**src/rtl/fix_pkg.sv**
```systemverilog
// Shared constants, state encodings and helpers for the FIX receive buffer.
package fix_pkg;

    localparam int DEFAULT_DEPTH = 256;

    localparam logic [7:0] SOH      = 8'h01;
    localparam logic [7:0] ASCII_0  = 8'h30;
    localparam logic [7:0] ASCII_1  = 8'h31;
    localparam logic [7:0] ASCII_9  = 8'h39;
    localparam logic [7:0] ASCII_EQ = 8'h3D;

    typedef enum logic [2:0] {FSTART, T1, T10, TEQ, D1, D2, D3, MID} det_state_t;
    typedef enum logic [1:0] {IDLE, START, STREAM} rd_state_t;

    function automatic logic is_digit(input logic [7:0] c);
        return (c >= ASCII_0) && (c <= ASCII_9);
    endfunction

endpackage

```
**src/rtl/fix_trailer_detect.sv**
```systemverilog
// Spots the SOH that closes a "10=ddd" checksum field beginning at a field start.
module fix_trailer_detect
    import fix_pkg::*;
(
    input  logic       clk,
    input  logic       rst,
    input  logic [7:0] data,
    input  logic       strobe,
    input  logic       clear,
    output logic       end_flag
);

    det_state_t state;

    // The flag travels with the byte being written, so it is decoded from the current state.
    assign end_flag = strobe && (data == SOH) && (state == D3);

    // NOTE: state registers use <= so every flop samples pre-edge values, avoiding sim/synth races.
    always_ff @(posedge clk or negedge rst) begin
        if (!rst) begin
            state <= FSTART;
        end else if (clear) begin
            state <= FSTART;
        end else if (strobe) begin
            if (data == SOH) begin
                state <= FSTART;
            end else begin
                case (state)
                    FSTART:  state <= (data == ASCII_1)  ? T1  : MID;
                    T1:      state <= (data == ASCII_0)  ? T10 : MID;
                    T10:     state <= (data == ASCII_EQ) ? TEQ : MID;
                    TEQ:     state <= is_digit(data) ? D1 : MID;
                    D1:      state <= is_digit(data) ? D2 : MID;
                    D2:      state <= is_digit(data) ? D3 : MID;
                    default: state <= MID;
                endcase
            end
        end
    end

endmodule

```
**src/rtl/fix_rx_buffer.sv**
```systemverilog
// Byte FIFO between the TCP offload engine and the FIX engine; releases only whole messages.
module fix_rx_buffer
    import fix_pkg::*;
#(
    parameter int DEPTH = DEFAULT_DEPTH
) (
    input  logic                     clk,
    input  logic                     rst,
    input  logic [7:0]               toe_data_i,
    input  logic                     toe_valid_i,
    output logic                     toe_ready_o,
    input  logic                     flush_i,
    output logic                     new_message_o,
    output logic [7:0]               message_o,
    output logic                     valid_o,
    input  logic                     ready_i,
    output logic                     last_o,
    output logic [$clog2(DEPTH):0]   msg_count_o,
    output logic                     overflow_o
);

    localparam int AW = $clog2(DEPTH);
    localparam int PW = AW + 1;

    logic [8:0]    mem [DEPTH];
    logic [AW:0]   wr_ptr;
    logic [AW:0]   rd_ptr;
    logic [8:0]    head;
    logic          full;
    logic          wr_en;
    logic          rd_xfer;
    logic          end_flag;
    logic          discard;
    rd_state_t     rd_state;

    assign full        = (wr_ptr[AW] != rd_ptr[AW]) && (wr_ptr[AW-1:0] == rd_ptr[AW-1:0]);
    assign toe_ready_o = !full;
    assign wr_en       = toe_valid_i && toe_ready_o && !flush_i;
    // A full buffer with no complete message can never drain, so the partial message is dropped.
    assign discard     = full && (msg_count_o == '0) && !flush_i;

    assign head      = mem[rd_ptr[AW-1:0]];
    assign rd_xfer   = valid_o && ready_i;
    assign message_o = valid_o ? head[7:0] : 8'h00;
    assign last_o    = valid_o && head[8];

    fix_trailer_detect u_detect (
        .clk      (clk),
        .rst      (rst),
        .data     (toe_data_i),
        .strobe   (wr_en),
        .clear    (flush_i || discard),
        .end_flag (end_flag)
    );

    // NOTE: the storage array has no reset; the pointers alone say which entries are live.
    always_ff @(posedge clk) begin
        if (wr_en) begin
            mem[wr_ptr[AW-1:0]] <= {end_flag, toe_data_i};
        end
    end

    always_ff @(posedge clk or negedge rst) begin
        if (!rst) begin
            wr_ptr      <= '0;
            rd_ptr      <= '0;
            msg_count_o <= '0;
            overflow_o  <= 1'b0;
        end else if (flush_i) begin
            wr_ptr      <= '0;
            rd_ptr      <= '0;
            msg_count_o <= '0;
            overflow_o  <= 1'b0;
        end else if (discard) begin
            wr_ptr      <= '0;
            rd_ptr      <= '0;
            overflow_o  <= 1'b1;
        end else begin
            overflow_o <= 1'b0;
            if (wr_en) begin
                wr_ptr <= wr_ptr + PW'(1);
            end
            if (rd_xfer) begin
                rd_ptr <= rd_ptr + PW'(1);
            end
            case ({wr_en && end_flag, rd_xfer && last_o})
                2'b10:   msg_count_o <= msg_count_o + PW'(1);
                2'b01:   msg_count_o <= msg_count_o - PW'(1);
                default: msg_count_o <= msg_count_o;
            endcase
        end
    end

    // Streaming only begins once a message is complete, so the head is always valid in STREAM.
    always_ff @(posedge clk or negedge rst) begin
        if (!rst) begin
            rd_state      <= IDLE;
            new_message_o <= 1'b0;
            valid_o       <= 1'b0;
        end else if (flush_i) begin
            rd_state      <= IDLE;
            new_message_o <= 1'b0;
            valid_o       <= 1'b0;
        end else begin
            case (rd_state)
                IDLE: begin
                    if (msg_count_o != '0) begin
                        rd_state      <= START;
                        new_message_o <= 1'b1;
                    end
                end
                START: begin
                    rd_state      <= STREAM;
                    new_message_o <= 1'b0;
                    valid_o       <= 1'b1;
                end
                STREAM: begin
                    if (rd_xfer && last_o) begin
                        rd_state <= IDLE;
                        valid_o  <= 1'b0;
                    end
                end
                default: begin
                    rd_state      <= IDLE;
                    new_message_o <= 1'b0;
                    valid_o       <= 1'b0;
                end
            endcase
        end
    end

endmodule

```
**config.mk**
```make
export PLATFORM = sky130hd
export DESIGN_NAME = fix_rx_buffer
export DESIGN_NICKNAME = d
export VERILOG_FILES = /design/src/rtl/fix_pkg.sv /design/src/rtl/fix_trailer_detect.sv /design/src/rtl/fix_rx_buffer.sv
export SDC_FILE = /design/constraint.sdc
export NUM_CORES = 2
export LEC_CHECK = 0
export ABC_AREA = 1
export CORE_MARGIN = 1
export CORE_UTILIZATION = 50
export DETAILED_ROUTE_END_ITERATION = 10
export DONT_BUFFER_PORTS = 1
export PLACE_DENSITY = 0.68
export SETUP_SLACK_MARGIN = 0.5
export SLEW_MARGIN = 15
export SYNTH_ARGS = -nofsm -noshare
export SYNTH_HDL_FRONTEND = slang
export SYNTH_SLANG_ARGS = --single-unit
```
**constraint.sdc**
```tcl
create_clock -name clk -period 9 [get_ports clk]
set_clock_uncertainty 0.05 [all_clocks]
set_input_delay 1.8 -clock clk [delete_from_list [all_inputs] [get_ports clk]]
set_output_delay 1.8 -clock clk [all_outputs]
set_load 0.02 [all_outputs]
```
==> impl_metrics.yaml <==
floorplanning:
  die_x_um: 435
  core_sq_um: 186000
  rows: 158
  ioPinCount: 35
  die_area_sq_um: 189000
  dieHeight_um: 435
  start_util_pct: 50.5
flow_run:
  drv_cap: 0
setup_path:
  startpoint: "rd_ptr[2]"
  reg2reg_from: "rd_ptr[2]"
  required_ns: 7.15
  worst_setup_path_end_kind: "output pin"
  critPathMaxFanout: 76
  path_class: "flip-flop to output pin"
  crit_arrival_ns: 5.50
  startpoint_type: "flip-flop"
global_routing:
  grt_usage_pct: 25.9
  grt_max_degree: 261
  grt_pass1_wl_um: 368000
  overflow: 0
  grt_pass1_vias: 56014
  grt_antenna_before_repair: 7
detailed_routing:
  drc: 0
  wl_um: 252000
  via_count: 60100
  detail_route.iter0.violations: 8501
  drt_first_pass_iters: 6
  viasPerCell: 6.18
  ant_nets: 0
  wl_per_cell_um: 25.9
clock_tree:
  h-tree-depth: 4
  clock_latency_ns: 0.88
  cts_buffer_depth: 3
  cts-buffers-inserted: 221
  holdBufCountCts: 0
  postCtsSetupBuffers: 0
  cts_tree: "built"
  clock-sinks: 2339
  ctsRootBufferMaster: "clkbuf_16"
  clk_pin_slew_ns: 0.06
  cts_resized: 0
synth:
  seq_area_frac_synth_pct: 74.6
  synthCells: 7290
  synth_flop_cell: "edfxtp_1"
  yosysUniqueCellTypes: 49
  synth_edf_count: 2304
  syn-num-nets: 7316
  synth_common_cells: "2304 x edfxtp_1, 1452 x nor2_1, 1064 x o21ai_0, 585 x nand2_1, 351 x nand3_1"
  synth_top_area_share_pct: 73.7
  yosysMostFrequentCell: "edfxtp_1"
  synth_area_per_cell_sq_um: 12.9
  yosysWarnings: 0
  ys_ff_latch: 2339
  yosys.area.top_type: "edfxtp_1"
  synth_area_sq_um: 93900
  synth.area.top_cells: "edfxtp_1 74%, nor2_1 5.8%, o21ai_0 5.7%"
  synthArstFlopShare_pct: 1.50
placement:
  dp_hpwl_um: 132000
  placed_area_sq_um: 95200
  placed_cells: 9319
  routabilityCongestion: 0.858
  io_buffers: 0
power_and_ir_drop:
  peakVddDrop_v: 0.000173
  swShare_pct: 19.5
  cellPowerDensity_nw_per_um2: 206
  p_switching_mw: 4.10
  internal-power_mw: 16.9
  combPwrFrac_pct: 0.3
  pwr-share-seq_pct: 56.8
  cellLeakagePower_nw: 32.7
  pwr-share-clk_pct: 42.9
finish:
  area_delta_synth_final_pct: 8.85
  fillerInstances: 14780
  final_cells: 9726
  fin_area_sq_um: 102000
  nNetsFinal: 7088
  drive_gt1_share_pct: 5.81
sta:
  fmax_mhz: 136
  rsz0062_at_grt: "no"
  fin_crit_sh_pct: 81.6
  slew_headroom_pct: -6.39
  tightest_slew_ns: 1.60
  setup_violations: 0
  final-max-slew-violation-count: 76
  hold_violations: 0
  holdWs_ns: 0.476
  fin_crit_ns: 7.35
  finalSetupTns_ns: 0
run_status:
  violations: "max-slew violations"
  outcome: "finished, violations left"
worst_hold_path:
  min-delay-start: "wr_ptr[8]"
  hold_path.class: "flip-flop to flip-flop"
[per-layer routing]
layer / track usage [%] / wire (um) / vias to the layer above
li1: - / - / 26502
met1: 36.3 / 98900 / 29759
met2: 39.9 / 117000 / 3344
met3: 4.95 / 25700 / 489
met5: 0 / 36 / -
met4: 11.1 / 10800 / 6
[critical path: stages (launching register included)]
cell and delay (ns):
dfrtp_4 0.93, nand2_1 0.46, inv_6 0.80, buf_12 0.40, nand3_1 0.13, nand2_1 0.08
a21oi_1 0.05, nand2_1 0.17, nand3_1 0.29, nand3_1 0.19, nand3_1 0.29, a21oi_1 0.81
[placed cells by master, fill, tap and decap left out, types with 37 or more instances in the layout]
cell type / n
clkbuf_1: 55
o221ai_1: 208
buf_4: 58
nand3_1: 351
a21oi_1: 99
clkinv_2: 37
nor2_1: 1448
inv_1: 116
o211ai_1: 55
nand2_1: 585
o21ai_1: 52
o22ai_1: 297
edfxtp_1: 2304
clkbuf_16: 223
o21ai_0: 1064
clkinv_1: 53
[path summary, 6_finish.rpt]
| check | end | slack [ns] | depth (start not counted) |
|---|---|---|---|
| setup / recovery | last_o | 1.65 | 11 |
| hold / removal | wr_ptr[8] | 0.48 | 1 |
| setup reg to reg | msg_count_o[8] | 2.59 | 28 |
| hold reg to reg | wr_ptr[8] | 0.48 | 1 |
| max in group asynchronous | rd_ptr[2] | 8.19 | 0 |
| min in group asynchronous | overflow_o | 0.56 | 0 |
[sequential cells by signal, indices dropped and copies added (netlist names)]
| signal | flops |
|---|---|
| u_detect.state | 3 |
| rd_state | 2 |
| wr_ptr | 9 |
| overflow_o | 1 |
| new_message_o | 1 |
| rd_ptr | 9 |
| msg_count_o | 9 |
| valid_o | 1 |
| mem | 2304 |
[power groups by stage]
stage	clock (mW)	combinational [mW]	sequential (mW)
6_report	9.02	0.0589	12.0
5_1_grt	9.47	0.0613	11.9
3_3_place_gp	0	0.0560	12.2
3_5_place_dp	0	0.0573	12.2
2_1_floorplan	0	0.0356	12.2
4_1_cts	9.05	0.0576	11.9
[cell type report]
cell class	count	area [sq um]	area share (%)
Antenna cell	2	5.00	0.00490
Clock buffer	287	5910	5.79
Tap cell	2480	3100	3.04
Clock inverter	118	1030	1.01
Multi-Input combinational cell	4298	20800	20.3
Sequential cell	2339	70100	68.6
Timing Repair Buffer	74	756	0.740
Inverter	128	517	0.506
[metrics by stage]
step	power, mW	utilization, %	worst slack (ns)
finish	21.0	54.9	1.65
global route	21.5	54.9	1.55
CTS	21.1	54.9	1.70
detailed placement	12.2	51.2	2.62
global placement	12.2	51.2	2.60
floorplan	12.2	-	1.78
[cells by family after synthesis]
group                      count (synthesis)  share of synthesized area, %
buffers and inverters                    653                          3.25
adders and majority gates                 13                         0.181
AOI/OAI and AO/OA                       1806                          11.1
and+or+nand+nor                         2466                          10.7
DFF                                     2339                          74.6
xor gates and xnor gates                  13                         0.121
Note: power is estimated with default switching activity, not from simulation.
